`src/rtl/uart_pkg.sv`:
```
// uart_pkg: shared types and constants for the UART receive/transmit blocks.
// Latency: n/a (types, constants and a decode helper only).
// Backpressure: n/a.
package uart_pkg;

  typedef enum logic [1:0] {
    PAR_NONE = 2'd0,
    PAR_EVEN = 2'd1,
    PAR_ODD  = 2'd2
  } parity_t;

  typedef enum logic [2:0] {
    IDLE,
    START,
    DATA,
    PARITY,
    STOP,
    STOP2
  } rx_state_t;

  localparam int OVERSAMPLE = 16;
  localparam int MID_TICK   = 7;

  // Register-field encoding 3 is reserved and behaves as "no parity".
  function automatic parity_t decode_parity(input logic [1:0] mode);
    case (mode)
      2'd1:    return PAR_EVEN;
      2'd2:    return PAR_ODD;
      default: return PAR_NONE;
    endcase
  endfunction

endpackage

```
`src/rtl/uart_baud_tick.sv`:
```
// uart_baud_tick: free-running 16x oversample tick generator.
// Latency: o_tick is high for one clock every i_div+1 clocks (every clock when i_div = 0).
// Backpressure: none; the tick is never stalled.
// Ports: i_clk, i_reset (async, active-high), i_div (reload value), o_tick (one-cycle strobe).
module uart_baud_tick #(
  parameter int DIV_WIDTH = 16
) (
  input  logic                 i_clk,
  input  logic                 i_reset,
  input  logic [DIV_WIDTH-1:0] i_div,
  output logic                 o_tick
);

  logic [DIV_WIDTH-1:0] cnt_q;

  // >= rather than == so a divider that shrinks below the running count
  // reloads straight away instead of wrapping through the whole range.
  assign o_tick = (cnt_q >= i_div);

  always_ff @(posedge i_clk or posedge i_reset) begin
    if (i_reset) begin
      cnt_q <= '0;
    end else if (o_tick) begin
      cnt_q <= '0;
    end else begin
      cnt_q <= cnt_q + 1'b1;
    end
  end

endmodule

```
`src/rtl/uart_rx_ext.sv`:
```
// uart_rx_ext: 16x-oversampling UART receiver, run-time divider/parity/stop-bit count, break/overrun detect.
// Latency: o_valid rises 1 clock after the first stop-bit sample tick.
// Backpressure: one-word valid/ready holding register; a word completing while full and not accepted is dropped and sets o_overrun.
// Optional feature macro: UART_RX_MAJORITY_VOTE_EN -- each bit is the 2-of-3 vote of the samples at ticks 7/8/9.
// Ports: i_clk, i_reset (async active-high), i_rx (async serial in), i_div/i_parity/i_stop2 (latched at frame start),
//        o_data/o_valid/i_ready (holding register), o_parity_err/o_frame_err (qualify o_data), o_break,
//        o_overrun/i_clr_overrun (sticky drop flag), o_busy (frame in progress).
module uart_rx_ext
  import uart_pkg::*;
#(
  parameter int DATA_WIDTH  = 8,
  parameter int DIV_WIDTH   = 16,
  parameter int SYNC_STAGES = 2
) (
  input  logic                  i_clk,
  input  logic                  i_reset,
  input  logic                  i_rx,
  input  logic [DIV_WIDTH-1:0]  i_div,
  input  logic [1:0]            i_parity,
  input  logic                  i_stop2,
  output logic [DATA_WIDTH-1:0] o_data,
  output logic                  o_valid,
  input  logic                  i_ready,
  output logic                  o_parity_err,
  output logic                  o_frame_err,
  output logic                  o_break,
  output logic                  o_overrun,
  input  logic                  i_clr_overrun,
  output logic                  o_busy
);

  localparam logic [3:0] LAST_TICK = 4'(OVERSAMPLE - 1);
  localparam logic [3:0] LAST_BIT  = 4'(DATA_WIDTH - 1);
`ifdef UART_RX_MAJORITY_VOTE_EN
  // Vote window is ticks 7..9, so the start decision lands on tick 9; later
  // bits are 16 ticks apart from there, which keeps every window bit-centred.
  localparam logic [3:0] START_DEC = 4'(MID_TICK + 2);
`else
  localparam logic [3:0] START_DEC = 4'(MID_TICK);
`endif

  // ---------------- input synchroniser ----------------
  logic [SYNC_STAGES-1:0] sync_q;
  logic                   rx_s;

  // Filled with 1s so the idle line level is seen straight out of reset.
  always_ff @(posedge i_clk or posedge i_reset) begin
    if (i_reset) begin
      sync_q <= '1;
    end else begin
      sync_q <= {sync_q[SYNC_STAGES-2:0], i_rx};
    end
  end
  assign rx_s = sync_q[SYNC_STAGES-1];

  // ---------------- frame configuration ----------------
  logic [DIV_WIDTH-1:0] div_q;
  parity_t              par_q;
  logic                 stop2_q;
  logic                 cfg_ld;
  logic                 tick;

  always_ff @(posedge i_clk or posedge i_reset) begin
    if (i_reset) begin
      div_q   <= '0;
      par_q   <= PAR_NONE;
      stop2_q <= 1'b0;
    end else if (cfg_ld) begin
      div_q   <= i_div;
      par_q   <= decode_parity(i_parity);
      stop2_q <= i_stop2;
    end
  end

  uart_baud_tick #(
    .DIV_WIDTH (DIV_WIDTH)
  ) u_baud_tick (
    .i_clk   (i_clk),
    .i_reset (i_reset),
    .i_div   (div_q),
    .o_tick  (tick)
  );

  // ---------------- bit decision ----------------
  logic bit_val;

`ifdef UART_RX_MAJORITY_VOTE_EN
  // Shifts on every tick, so at a decision tick it holds the two previous samples.
  logic [1:0] vote_q;

  always_ff @(posedge i_clk or posedge i_reset) begin
    if (i_reset) begin
      vote_q <= '1;
    end else if (tick) begin
      vote_q <= {vote_q[0], rx_s};
    end
  end
  assign bit_val = (vote_q[1] & vote_q[0]) | (vote_q[1] & rx_s) | (vote_q[0] & rx_s);
`else
  assign bit_val = rx_s;
`endif

  // ---------------- receive FSM ----------------
  rx_state_t             state_q, state_d;
  logic [3:0]            tcnt_q, tcnt_d;
  logic [3:0]            bcnt_q, bcnt_d;
  logic [DATA_WIDTH-1:0] sh_q, sh_d;
  logic                  par_bit_q, par_bit_d;
  logic                  par_err_q, par_err_d;
  logic                  word_done;
  logic                  frame_err;
  logic                  brk_set;

  always_ff @(posedge i_clk or posedge i_reset) begin
    if (i_reset) begin
      state_q   <= IDLE;
      tcnt_q    <= '0;
      bcnt_q    <= '0;
      sh_q      <= '0;
      par_bit_q <= 1'b0;
      par_err_q <= 1'b0;
    end else begin
      state_q   <= state_d;
      tcnt_q    <= tcnt_d;
      bcnt_q    <= bcnt_d;
      sh_q      <= sh_d;
      par_bit_q <= par_bit_d;
      par_err_q <= par_err_d;
    end
  end

  always_comb begin
    state_d   = state_q;
    tcnt_d    = tcnt_q;
    bcnt_d    = bcnt_q;
    sh_d      = sh_q;
    par_bit_d = par_bit_q;
    par_err_d = par_err_q;
    cfg_ld    = 1'b0;
    word_done = 1'b0;
    frame_err = 1'b0;
    brk_set   = 1'b0;

    // 4-bit count wraps 15 -> 0 by itself, giving one bit every 16 ticks.
    if (tick) begin
      tcnt_d = tcnt_q + 4'd1;
    end

    case (state_q)
      IDLE: begin
        // After a break the line must be seen high before a new frame can start.
        if (!rx_s && !o_break) begin
          state_d   = START;
          tcnt_d    = '0;
          cfg_ld    = 1'b1;
          par_bit_d = 1'b0;
          par_err_d = 1'b0;
        end
      end
      START: begin
        if (tick && tcnt_q == START_DEC) begin
          if (bit_val) begin
            state_d = IDLE;
          end else begin
            state_d = DATA;
            tcnt_d  = '0;
            bcnt_d  = '0;
          end
        end
      end
      DATA: begin
        if (tick && tcnt_q == LAST_TICK) begin
          sh_d   = {bit_val, sh_q[DATA_WIDTH-1:1]};
          bcnt_d = bcnt_q + 4'd1;
          if (bcnt_q == LAST_BIT) begin
            state_d = (par_q == PAR_NONE) ? STOP : PARITY;
          end
        end
      end
      PARITY: begin
        if (tick && tcnt_q == LAST_TICK) begin
          par_bit_d = bit_val;
          par_err_d = ((^sh_q) ^ bit_val) != (par_q == PAR_ODD);
          state_d   = STOP;
        end
      end
      STOP: begin
        if (tick && tcnt_q == LAST_TICK) begin
          word_done = 1'b1;
          frame_err = !bit_val;
          brk_set   = !bit_val && (sh_q == '0) && !par_bit_q;
          state_d   = stop2_q ? STOP2 : IDLE;
        end
      end
      STOP2: begin
        if (tick && tcnt_q == LAST_TICK) begin
          state_d = IDLE;
        end
      end
      default: state_d = IDLE;
    endcase
  end

  // ---------------- holding register and status ----------------
  always_ff @(posedge i_clk or posedge i_reset) begin
    if (i_reset) begin
      o_data       <= '0;
      o_valid      <= 1'b0;
      o_parity_err <= 1'b0;
      o_frame_err  <= 1'b0;
      o_overrun    <= 1'b0;
      o_break      <= 1'b0;
    end else begin
      if (word_done && (!o_valid || i_ready)) begin
        o_data       <= sh_q;
        o_parity_err <= par_err_q;
        o_frame_err  <= frame_err;
        o_valid      <= 1'b1;
      end else if (o_valid && i_ready) begin
        o_valid      <= 1'b0;
        o_parity_err <= 1'b0;
        o_frame_err  <= 1'b0;
      end

      // Setting has priority over a coincident clear so no drop is lost.
      if (word_done && o_valid && !i_ready) begin
        o_overrun <= 1'b1;
      end else if (i_clr_overrun) begin
        o_overrun <= 1'b0;
      end

      if (brk_set) begin
        o_break <= 1'b1;
      end else if (rx_s) begin
        o_break <= 1'b0;
      end
    end
  end

  assign o_busy = (state_q != IDLE);

endmodule
```
`config.mk`:
```
export PLATFORM = sky130hd
export DESIGN_NAME = uart_rx_ext
export DESIGN_NICKNAME = d
export VERILOG_FILES = /design/src/rtl/uart_pkg.sv /design/src/rtl/uart_baud_tick.sv /design/src/rtl/uart_rx_ext.sv
export SDC_FILE = /design/constraint.sdc
export NUM_CORES = 1
export LEC_CHECK = 0
export CAP_MARGIN = 40
export CORE_ASPECT_RATIO = 0.5
export CORE_MARGIN = 2
export CORE_UTILIZATION = 45
export CTS_CLUSTER_DIAMETER = 150
export DETAILED_ROUTE_END_ITERATION = 7
export PLACE_DENSITY = 0.62
export SYNTH_ARGS = -nofsm -noshare
export SYNTH_HDL_FRONTEND = slang
export SYNTH_SLANG_ARGS = --single-unit
```
`constraint.sdc`:
```
create_clock -name i_clk -period 3.35 [get_ports i_clk]
set_input_delay 0.67 -clock i_clk [delete_from_list [all_inputs] [get_ports i_clk]]
set_output_delay 0.67 -clock i_clk [all_outputs]
set_load 0.02 [all_outputs]
```
==> flow_summary.yaml <==
floorplan:
  row_count: 23
  fp.dieH_um: 67.95
  die_w_um: 131.9
  dieArea_um2: 8961
  io-pin-count: 38
  start_util: 0.4616
  fp.coreArea_um2: 7971
worst_setup_path:
  crit_slowest_cell: "or3_1"
  r2r_start: "u_baud_tick.cnt_q[9]$_DFF_PP0_"
  crit_required_ps: 3570
  r2r_end: "o_data[0]$_DFFE_PP0P_"
  r2r_cells: 7
  cp-start-kind: "flop"
  path_cells: "ha_1, a21oi_1, nor3_1, or4_4, or3_1, nand4_2, mux2_2"
  cp-end-kind: "flop"
  r2r_slack_ps: 570
  path_max_fanout: 9
  critPathKind: "reg2reg"
  crit_path_max_incr_delay_ps: 550
  cp.arrival_ps: 3000
final_layout:
  nets: 463
  drive_gt1_frac: 0.09501
  synthToLayoutAreaGrowth_pct: 21.08
  final_util: 0.5589
  antennaDiodeCount: 0
  final_cells: 533
synthesis:
  syn-num-nets: 422
  synth_top_area_frac: 0.4692
  yosys_warnings: 0
  synth_edf_count: 0
  yosys-top-cells-area: "dfrtp_1 47%, ha_1 7.8%, nand2_1 4.9%, o21ai_0 3.5%, nor2_1 3.3%"
  syn_avg_cell_area_um2: 9.813
  ys.flop_type: "dfrtp_1"
  ys_seq_elements: 71
  syn_area_um2: 3680
  syn-instance-count: 375
  async_flop_share: 1.000
  ys_types: 49
  seq_area_frac_synth: 0.4835
  yosys.area.top_type: "dfrtp_1"
grt:
  grt_pass1_vias: 2727
  grt_pass1_wl_um: 13020
  grtUsageTotal: 0.1875
  antenna_found_initial: 0
  grt_max_degree: 39
  grt_overflow: 0
detailed_routing:
  dr.pass1.iters: 5
  wl_per_cell_um: 14.08
  vias_per_cell: 5.203
  drc: 0
  routed_wl_um: 7506
  vias: 2773
  drtIter0Drc: 212
  ant_nets: 0
min_path:
  hold_end: "sync_q[1]$_DFF_PP1_"
  hold_class: "reg2reg"
  worstHoldStart: "sync_q[0]$_DFF_PP1_"
  hold_path_depth: 0
placed_design:
  dp_hpwl_um: 5370
  portBuffers: 37
  gp_congestion: 0.8589
  dp_cells: 517
cts:
  post-cts-setup-buffers: 0
  cts_root_buffer: "clkbuf_16"
  cts_tree: "done"
  cts-buffers-inserted: 9
  hold_buffers: 0
  clock_latency_ps: 330
  htreeDepth: 3
  cts_resized: 0
  cts_buffer_depth: 2
  cts_sinks: 71
  cts.reportedPaths.clkPinSlew_ps: 60
timing:
  setup_violations: 0
  layout_worst_path_cycle_share: 0.8309
  maxSlewViolCount: 0
  whs_ps: 355.0
  fmax_ghz: 0.3592
  tightestPinTransition_ps: 743.3
  fin_skew_ps: 5.219
  rsz0062_at_grt: "false"
  finalHoldViolCount: 0
  maxSlewHeadroom: 0.5038
  setup_tns_ps: 0
  fin_crit_ps: 2784
pwr:
  p_total_w: 0.002064
  p_leak_nw: 2.014
  power.density_nw_per_um2: 463.3
  vdd_ir_drop_max_mv: 0.2392
job:
  maxCapViolCount: 0
status:
  status: "finished, final reports clean"
[where the power goes]
part | leakage [nW] | total (W) | internal, W | switching (W)
Combinational | 0.954 | 0.000225 | 0.000111 | 0.000113
Clock | 0.138 | 0.000875 | 0.000516 | 0.000359
Sequential | 0.922 | 0.000965 | 0.000911 | 0.0000540
Total | 2.01 | 0.00206 | 0.00154 | 0.000526
[layer usage]
layer | part of all wire | GRT usage | vias up
met1 | 0.48 | 0.2360 | 1327
met5 | 0 | 0 | -
met3 | 0.047 | 0.05185 | 6
met4 | 0.011 | 0.06522 | 0
met2 | 0.46 | 0.3197 | 57
li1 | - | - | 1383
[how the worst max path moves through the flow]
| stage | startpoint | end | cells after the start | slack, ps |
|---|---|---|---|---|
| 2_1_floorplan | u_baud_tick.cnt_q[13]$_DFF_PP0_ | sh_q[7]$_DFFE_PP0P_ | 9 | 740 |
| 3_3_place_gp | u_baud_tick.cnt_q[0]$_DFF_PP0_ | o_data[1]$_DFFE_PP0P_ | 8 | 590 |
| 3_5_place_dp | u_baud_tick.cnt_q[9]$_DFF_PP0_ | o_data[1]$_DFFE_PP0P_ | 7 | 570 |
| 4_1_cts | u_baud_tick.cnt_q[9]$_DFF_PP0_ | o_data[1]$_DFFE_PP0P_ | 7 | 560 |
| 5_1_grt | u_baud_tick.cnt_q[13]$_DFF_PP0_ | bcnt_q[0]$_DFFE_PP0P_ | 8 | 300 |
| 6_report | u_baud_tick.cnt_q[9]$_DFF_PP0_ | o_data[0]$_DFFE_PP0P_ | 7 | 570 |
[kinds of logic (layout without fill, tap and decap cells)]
kind of cell	after synthesis	after routing	synth area share
fa+ha+maj	23	23	0.07821
flops	71	71	0.4835
xor+xnor	20	20	0.04760
simple gates	144	144	0.1959
compound gates	59	59	0.09792
buf+inv	41	87	0.04624
mux	17	17	0.05066
[cell type report]
class / count / area, um^2
clock inverters: 6 / 36.28
multi-input cells: 263 / 1735
clock buffers: 10 / 239.0
flip-flops and latches: 71 / 1779
well taps: 112 / 140.1
inverters: 30 / 112.6
fillers: 730 / 3516
repair buffers: 41 / 412.9
[flip-flops by register name, indices dropped and copies added, names as in the netlist, 2 cells and up]
name,flops
sync_q,2
sh_q,8
div_q,16
state_q,3
tcnt_q,4
bcnt_q,4
u_baud_tick.cnt_q,16
par_q,2
o_data,8
[worst max-delay path, delay by kind of cell (launching register included)]
family,cells,cell delay (ps)
simple gates,4,1400
mux,1,370
flops,1,420
fa+ha+maj,1,300
compound gates,1,180
[synth_stat cells (3+ instances only)]
cell type  number
a21oi_1        11
a311o_1         4
and2_1          8
and3_1          4
clkbuf_1        8
dfrtp_1        69
ha_1           23
inv_1          30
mux2_2          9
mux2i_1         7
nand2_1        48
nand3_1        13
nand3b_1        3
nand4_1         8
nor2_1         32
nor3_1          5
nor4_1          6
o21ai_0        26
o31ai_1         3
or3_1           3
xnor2_1        10
xor2_1         10
[per-stage QoR]
step           area (um^2)  setup slack (ps)
2_1_floorplan         3680             737.0
3_3_place_gp          4180             590.7
3_5_place_dp          4180             572.5
4_1_cts               4456             562.4
5_1_grt               4456             297.4
6_report              4456             566.3
[cells in the final DEF (no fill, tap or decap), types with 3 or more instances in the layout]
master / count
xor2_1: 10
clkdlybuf4s50_1: 37
mux2_2: 9
mux2i_1: 7
dfrtp_1: 69
clkbuf_16: 9
nand3_1: 13
nor4_1: 6
nand3b_1: 3
nor2_1: 32
nor3_1: 4
ha_1: 23
nand2_1: 48
and2_1: 8
inv_1: 29
xnor2_1: 10
o31ai_1: 3
nand4_1: 8
o21ai_0: 26
clkinv_2: 4
or3_1: 3
and3_1: 4
a311o_1: 4
a21oi_1: 11
buf_4: 3
Note: power is estimated with default switching activity, not from simulation.
